### config.mk
export PLATFORM = sky130hd
export DESIGN_NAME = xbar_burst_arbiter
export DESIGN_NICKNAME = d
export VERILOG_FILES = /design/src/rtl/xbar_burst_arbiter.sv
export SDC_FILE = /design/constraint.sdc
export NUM_CORES = 1
export LEC_CHECK = 0
export BUFFER_PORTS_ARGS = -buffer_cell sky130_fd_sc_hd__buf_4
export CELL_PAD_IN_SITES_DETAIL_PLACEMENT = 0
export CELL_PAD_IN_SITES_GLOBAL_PLACEMENT = 1
export CORE_MARGIN = 1.5
export CORE_UTILIZATION = 30
export DETAILED_ROUTE_END_ITERATION = 7
export PLACE_DENSITY = 0.53
export SYNTH_ARGS = -nofsm -noshare
export SYNTH_HDL_FRONTEND = slang
export SYNTH_SLANG_ARGS = --single-unit
export TNS_END_PERCENT = 50
### constraint.sdc
create_clock -name clk -period 2.6 [get_ports clk]
set_input_delay 0 -clock clk [delete_from_list [all_inputs] [get_ports clk]]
set_output_delay 0 -clock clk [all_outputs]
set_load 0.01 [all_outputs]
### src/rtl/xbar_burst_arbiter.sv
// Round-robin burst arbiter that shares one output-memory port among NPORT crossbar requesters.
// Optional macro XBAR_ARB_BACK2BACK_EN: re-arbitrate on the last beat so that bursts can run back to back.
module xbar_burst_arbiter #(
  parameter int NPORT     = 4,
  parameter int ADDR_W    = 10,
  parameter int BURST_LEN = 4
) (
  input  logic              clk,
  input  logic              rst,
  input  logic [NPORT-1:0]  req,
  output logic [NPORT-1:0]  gnt,
  output logic              cen,
  output logic              start,
  output logic [ADDR_W-1:0] addr,
  output logic              last,
  output logic              busy
);

  localparam int PID_W  = $clog2(NPORT);
  localparam int OFF_W  = ADDR_W - PID_W;
  localparam int BCNT_W = (BURST_LEN > 1) ? $clog2(BURST_LEN) : 1;

  localparam logic [1:0] ST_IDLE  = 2'd0;
  localparam logic [1:0] ST_SETUP = 2'd1;
  localparam logic [1:0] ST_BURST = 2'd2;

  localparam logic [BCNT_W-1:0] BEAT_LAST = BCNT_W'(BURST_LEN - 1);
  localparam logic [OFF_W-1:0]  OFF_STEP  = OFF_W'(BURST_LEN);

  logic [1:0]       state_r;
  logic [PID_W-1:0] winner_r;
  logic [PID_W-1:0] rr_ptr_r;
  logic [BCNT_W-1:0] beat_r;
  logic [OFF_W-1:0] ptr_r [NPORT];

  logic             arb_valid_s;
  logic [PID_W-1:0] arb_idx_s;
  logic [PID_W-1:0] arb_base_s;
  logic [PID_W:0]   arb_sum_s;

  logic [NPORT-1:0]  gnt_s;
  logic              cen_s;
  logic              start_s;
  logic [ADDR_W-1:0] addr_s;
  logic              last_s;
  logic              busy_s;

  function automatic logic [PID_W-1:0] next_port(input logic [PID_W-1:0] p);
    if (int'(p) == NPORT - 1) begin
      return '0;
    end else begin
      return p + PID_W'(1);
    end
  endfunction

  // Round-robin pick: scan downwards so the lowest distance from the base wins.
  always_comb begin
    arb_base_s  = (state_r == ST_BURST) ? next_port(winner_r) : rr_ptr_r;
    arb_valid_s = 1'b0;
    arb_idx_s   = '0;
    arb_sum_s   = '0;
    for (int i = NPORT - 1; i >= 0; i--) begin
      arb_sum_s = {1'b0, arb_base_s} + (PID_W + 1)'(i);
      if (arb_sum_s >= (PID_W + 1)'(NPORT)) begin
        arb_sum_s = arb_sum_s - (PID_W + 1)'(NPORT);
      end else begin
        arb_sum_s = arb_sum_s;
      end
      if (req[arb_sum_s[PID_W-1:0]]) begin
        arb_valid_s = 1'b1;
        arb_idx_s   = arb_sum_s[PID_W-1:0];
      end else begin
        arb_valid_s = arb_valid_s;
      end
    end
  end

  // Sequencer state, per-port write pointers and round-robin pointer.
  always_ff @(posedge clk) begin
    if (!rst) begin
      state_r  <= ST_IDLE;
      winner_r <= '0;
      rr_ptr_r <= '0;
      beat_r   <= '0;
      for (int p = 0; p < NPORT; p++) ptr_r[p] <= '0;
    end else begin
      case (state_r)
        ST_IDLE: begin
          beat_r <= '0;
          if (arb_valid_s) begin
            state_r  <= ST_SETUP;
            winner_r <= arb_idx_s;
          end else begin
            state_r <= ST_IDLE;
          end
        end
        ST_SETUP: begin
          state_r <= ST_BURST;
          beat_r  <= '0;
        end
        ST_BURST: begin
          if (beat_r == BEAT_LAST) begin
            ptr_r[winner_r] <= ptr_r[winner_r] + OFF_STEP;
            rr_ptr_r        <= next_port(winner_r);
            beat_r          <= '0;
`ifdef XBAR_ARB_BACK2BACK_EN
            if (arb_valid_s) begin
              state_r  <= ST_SETUP;
              winner_r <= arb_idx_s;
            end else begin
              state_r <= ST_IDLE;
            end
`else
            state_r <= ST_IDLE;
`endif
          end else begin
            beat_r <= beat_r + BCNT_W'(1);
          end
        end
        default: begin
          state_r <= ST_IDLE;
          beat_r  <= '0;
        end
      endcase
    end
  end

  // Output values for the current sequencer state; registered below.
  always_comb begin
    gnt_s   = '0;
    cen_s   = 1'b0;
    start_s = 1'b0;
    addr_s  = '0;
    last_s  = 1'b0;
    busy_s  = 1'b0;
    case (state_r)
      ST_SETUP: begin
        gnt_s  = {{(NPORT-1){1'b0}}, 1'b1} << winner_r;
        cen_s  = 1'b1;
        busy_s = 1'b1;
        addr_s = {winner_r, ptr_r[winner_r]};
      end
      ST_BURST: begin
        gnt_s   = {{(NPORT-1){1'b0}}, 1'b1} << winner_r;
        cen_s   = 1'b1;
        start_s = 1'b1;
        busy_s  = 1'b1;
        addr_s  = {winner_r, ptr_r[winner_r] + OFF_W'(beat_r)};
        last_s  = (beat_r == BEAT_LAST);
      end
      default: begin
        gnt_s = '0;
      end
    endcase
  end

  // Output registers.
  always_ff @(posedge clk) begin
    if (!rst) begin
      gnt   <= '0;
      cen   <= 1'b0;
      start <= 1'b0;
      addr  <= '0;
      last  <= 1'b0;
      busy  <= 1'b0;
    end else begin
      gnt   <= gnt_s;
      cen   <= cen_s;
      start <= start_s;
      addr  <= addr_s;
      last  <= last_s;
      busy  <= busy_s;
    end
  end

endmodule

Word level (Yosys, flattened, before mapping)
Memory sizes are Yosys's and may differ from the RTL's. A register that Yosys moved wholly into a read port is not among the register bits.
Cells that the tools add are included.
{"block": "word_totals", "register_bits": 25, "mem_bits_rw": 32, "inputBits": 6, "out_inout_bits": 18, "mem_count": 1}
{"block": "op_classes", "n_addsub": 11, "n_lt_le_gt_ge": 8, "n_eq_ne": 5, "n_shift": 1, "n_mux": 38, "n_bitwise": 2, "reduce_logical": 8}
{"memory": "ptr_r", "words": 4, "word_bits": 8, "read_ports": 1, "rd_clocked_by_memory_dff": 1, "wr": 4, "line": "34", "rtl": "logic [OFF_W-1:0] ptr_r [NPORT];"}
{"cell": "2-bit 2-to-1 mux", "n": 14}
{"cell": "10-bit one-hot mux with 2 select lines", "n": 1}
{"cell": "1-bit 2-to-1 mux", "n": 17}
{"cell": "2-bit by 3-bit < comparator with 1-bit output (second input constant)", "n": 4}
{"cell": "3-bit greater-or-equal comparator (second input constant)", "n": 3}
{"cell": "8-bit by 2-bit adder with 8-bit output", "n": 1}
{"cell": "8-bit by 3-bit adder with 8-bit output (second input constant)", "n": 1}
{"cell": "1-bit binary-select mux with 2-bit select", "n": 4}
{"cell": "8-bit 2-to-1 mux", "n": 1}
{"cell": "2-bit AND reduction", "n": 4}
{"cell": "8-bit OR reduction", "n": 1}
{"cell": "2-bit by 1-bit subtractor with 2-bit output (second input constant)", "n": 4}
{"cell": "2-bit by 2-bit adder with 3-bit output (second input constant)", "n": 2}
{"cell": "2-bit one-hot mux with 3 select lines", "n": 1}
{"cell": "2-bit by 1-bit adder with 2-bit output (second input constant)", "n": 2}
{"cell": "2-bit by 1-bit equality test with 1-bit output (second input constant)", "n": 2}
{"cell": "2-bit equality test (second input constant)", "n": 2}
{"cell": "1-bit by 2-bit left shift with 4-bit output (first input constant)", "n": 1}
{"cell": "2-bit by 1-bit adder with 3-bit output (second input constant)", "n": 1}
{"cell": "2-bit by 3-bit greater-or-equal comparator with 1-bit output (second input constant)", "n": 1}
{"cell": "3-bit OR reduction", "n": 1}
{"cell": "2-bit logical NOT", "n": 1}
{"cell": "2-bit by 1-bit != test with 1-bit output (second input constant)", "n": 1}
{"cell": "1-bit NOT", "n": 2}
{"cell": "2-bit OR reduction", "n": 1}

Longest topological paths before layout
{"block": "logic_depth", "word_depth": 15, "mapped_depth": 11, "ltp_nobuf": 10}

Least setup slack after synthesis
Ideal clock, no wire load.
{"block": "synth_timing", "path_type": "flip-flop to flip-flop", "start": "register with a tool-made name", "end": "register addr[6]", "setup_time_ps": 73, "arrival_time_ps": 2182, "path_slack_ps": 345, "path_stages_with_launch": 9, "path_buffers": 1, "cell_sequence": "dfxtp_1 > clkbuf_2 > mux2_2 > inv_1 > ha_1 > inv_1 > fa_1 > or4b_1 > o211ai_2"}
{"item": "end signal, assigned", "line": "170", "rtl": "addr <= addr_s;"}
{"item": "end, declared", "line": "14", "rtl": "output logic [ADDR_W-1:0] addr,"}

==> out/qor.yml <==
run_status:
  status: "finished clean"
clock_tree:
  cts_buffers: 9
  worst_skew_pair.late_latency_ps: 350
  cts_resized: 0
  path_clk_slew_ps: 70
  htreeDepth: 3
  clkSinkCount: 59
  cts_tree: "built"
  post-cts-setup-buffers: 0
  clockRootBuffer: "clkbuf_8"
  hold_buffers: 1
  cts_max_path_buffers: 2
timing:
  hold-worst-slack_ps: 74.5
  fin_crit_ps: 2340
  period_share: 0.901
  fmax_mhz: 427
  setup_viol: 0
  rsz0062_at_grt: "no"
  worst_clock_skew_ps: 10.7
  finalHoldViolCount: 0
  slew_headroom: 0.691
  tns_ps: 0
  slew_violations: 0
  worst_pin_slew_ps: 459
logic_synthesis:
  synth_cell_type_count: 51
  ys_top_cells_by_count: "nor2_1, edfxtp_1, dfxtp_1, nand2_1, inv_1"
  yosys.area.top_type_share: 0.352
  ys_async_sr_fraction: 0
  muxShareOfSynthArea: 0.0812
  ys_seq_elements: 59
  yosys.area_share.simple: 0.178
  yosysMostFrequentCell: "nor2_1"
  ys_seq_area_frac: 0.550
  synthAdderAreaFrac: 0.0486
  syn_area_um2: 2730
  syn_inst: 242
  synth_compound_area_frac: 0.0844
  synth.avg_cell_area_um2: 11.3
  synthXorXnorAreaFrac: 0.0160
  synth_fp_nets: 258
  yosysTopAreaCell: "edfxtp_1"
  yosysWarnings: 0
  yosys_most_used_dff: "edfxtp_1"
  synth.area.top_cells: "edfxtp_1, dfxtp_1, nor2_1"
  synth_top_family_by_area: "simple AND/OR/NAND/NOR gates"
  synth_edf_count: 32
worst_hold_path:
  hold_start: "req[1]"
  hold_depth: 4
  worst_hold_path_type: "in2reg"
  hold_end: "winner_r[1]"
cells_and_area:
  fin_nets: 291
  nFillCells: 873
  utilization: 0.374
  final_layout_size_suffix_gt1_frac: 0.218
  regArea_um2: 1500
  antenna_cells: 0
  syn_to_final_growth_pct: 20.2
  multi_input_area_um2: 1110
setup_path:
  cp_slowest_stage_delay_ps: 490
  r2r-end: "addr[7]"
  critPathMaxFanout: 8
  worstSetupEndpointType: "register"
  rr_worst_depth: 9
  crit_type: "reg2reg"
  crit_chain: "buf_4 -> mux2i_1 -> mux2_2 -> inv_1 -> ha_1 -> a21o_1 -> nand4_2 -> or4_1 -> nand3_1"
  slowest_stage: "or4_1"
  r2r_setup_slack_ps: 260
  cp.arrival_ps: 2640
  startpoint_type: "register"
  cp.required_ps: 2890
die:
  row_count: 34
  die_width_um: 98.4
  dieArea_um2: 9680
  ios: 24
  core_region_area_um2: 8760
  initial_utilization: 0.311
  fp.dieH_um: 98.4
routing:
  post_drt_wl_per_cell_um: 16.4
  vias: 1883
  drc_errors: 0
  drt_iter0_drc: 76
  final_antenna_net_count: 0
  dr.pass1.iters: 4
  wirelength_um: 6350
  avgViaCountPerCell: 4.85
pwr:
  power_mw: 2.36
  ir_drop_v: 0.000225
  cellLeakagePower_nw: 1.30
  p_per_area_nw_per_um2: 720
place:
  port_buffers: 23
  dp_hpwl_um: 4390
  place.gp.congestion: 0.716
global_route:
  gr-total-overflow: 0
  track_usage: 0.141
  grt_max_degree: 18
  grt_antenna_before_repair: 0
  grt_pass1_vias: 1944
  grt_pass1_wl_um: 10100
run:
  max_cap_viol_count: 0
[worst max-delay path: cells and delay by family, from the launching register on]
kind | cells | cell delay [ps]
compound gates | 1 | 160
fa+ha+maj | 1 | 270
buf+inv | 2 | 300
flops | 1 | 380
mux | 2 | 440
simple gates | 3 | 730
[power by group]
part	leakage, nW	total [mW]	internal, mW	switching [mW]
Combinational	0.644	0.356	0.140	0.215
Sequential	0.550	1.05	1.02	0.0268
Clock	0.102	0.956	0.545	0.411
[cells by family after synthesis]
family                   Yosys count
XOR/XNOR                           5
buffers and inverters             25
multiplexers                      14
AO/OA/AOI/OAI                     33
adder cells (fa/ha/maj)           10
flip-flops                        59
AND/OR/NAND/NOR                   96
[through the flow]
| stage | cells | cell area, um2 | setup slack (ps) |
|---|---|---|---|
| 4_1_cts | 388 | 3280 | 245 |
| 3_3_place_gp | 371 | 3050 | 306 |
| 3_5_place_dp | 371 | 3050 | 269 |
| 2_1_floorplan | 242 | 2730 | 345 |
| 6_report | 388 | 3280 | 257 |
| 5_1_grt | 388 | 3280 | 84.7 |
[routing by layer]
| layer | track usage | routed length, um |
|---|---|---|
| met5 | 0 | 0 |
| met4 | 0.0791 | 157 |
| met3 | 0.0279 | 196 |
| met2 | 0.217 | 2930 |
| met1 | 0.184 | 3060 |
[cells in the final DEF, fill, tap and decap left out, types with 2 or more instances in the layout]
cell type   instances
a21oi_1            10
a22oi_1             3
a41oi_1             2
and2_1              2
and3_1              3
buf_4              33
bufinv_16           2
clkbuf_8            9
clkinvlp_4          3
dfxtp_1            27
edfxtp_1           32
ha_1                9
inv_1              12
inv_6               2
mux2_2              2
mux2i_1             6
mux4_2              5
nand2_1            19
nand2b_1            4
nand3_1             7
nand4_1             2
nor2_1             38
nor2b_1             4
nor3_1              2
nor3b_1             4
o211ai_1            2
o21ai_0             5
o221ai_1            2
or3_1               2
xnor2_1             2
xor2_1              3
[cell type report]
type                            count  area share
Clock buffer                        9      0.0378
Clock inverter                      7      0.0305
Inverter                           13      0.0149
Multi-Input combinational cell    158       0.339
Sequential cell                    59       0.458
Tap cell                          108      0.0412
Timing Repair Buffer               34      0.0786
[flip-flops by register name (all words and copies together), names as in the netlist, named ones only]
register	flops
addr	10
beat_r	2
busy	1
gnt	4
last	1
ptr_r	32
rr_ptr_r	2
start	1
state_r	2
winner_r	2
[worst max-delay path by stage]
stage,endpoint,slack (ps)
after floorplan,addr[6],350
after global placement,addr[7],310
after detailed placement,addr[7],270
after CTS,addr[7],240
after global routing,addr[7],80
final,addr[7],260
Note: power is estimated with default switching activity, not from simulation.
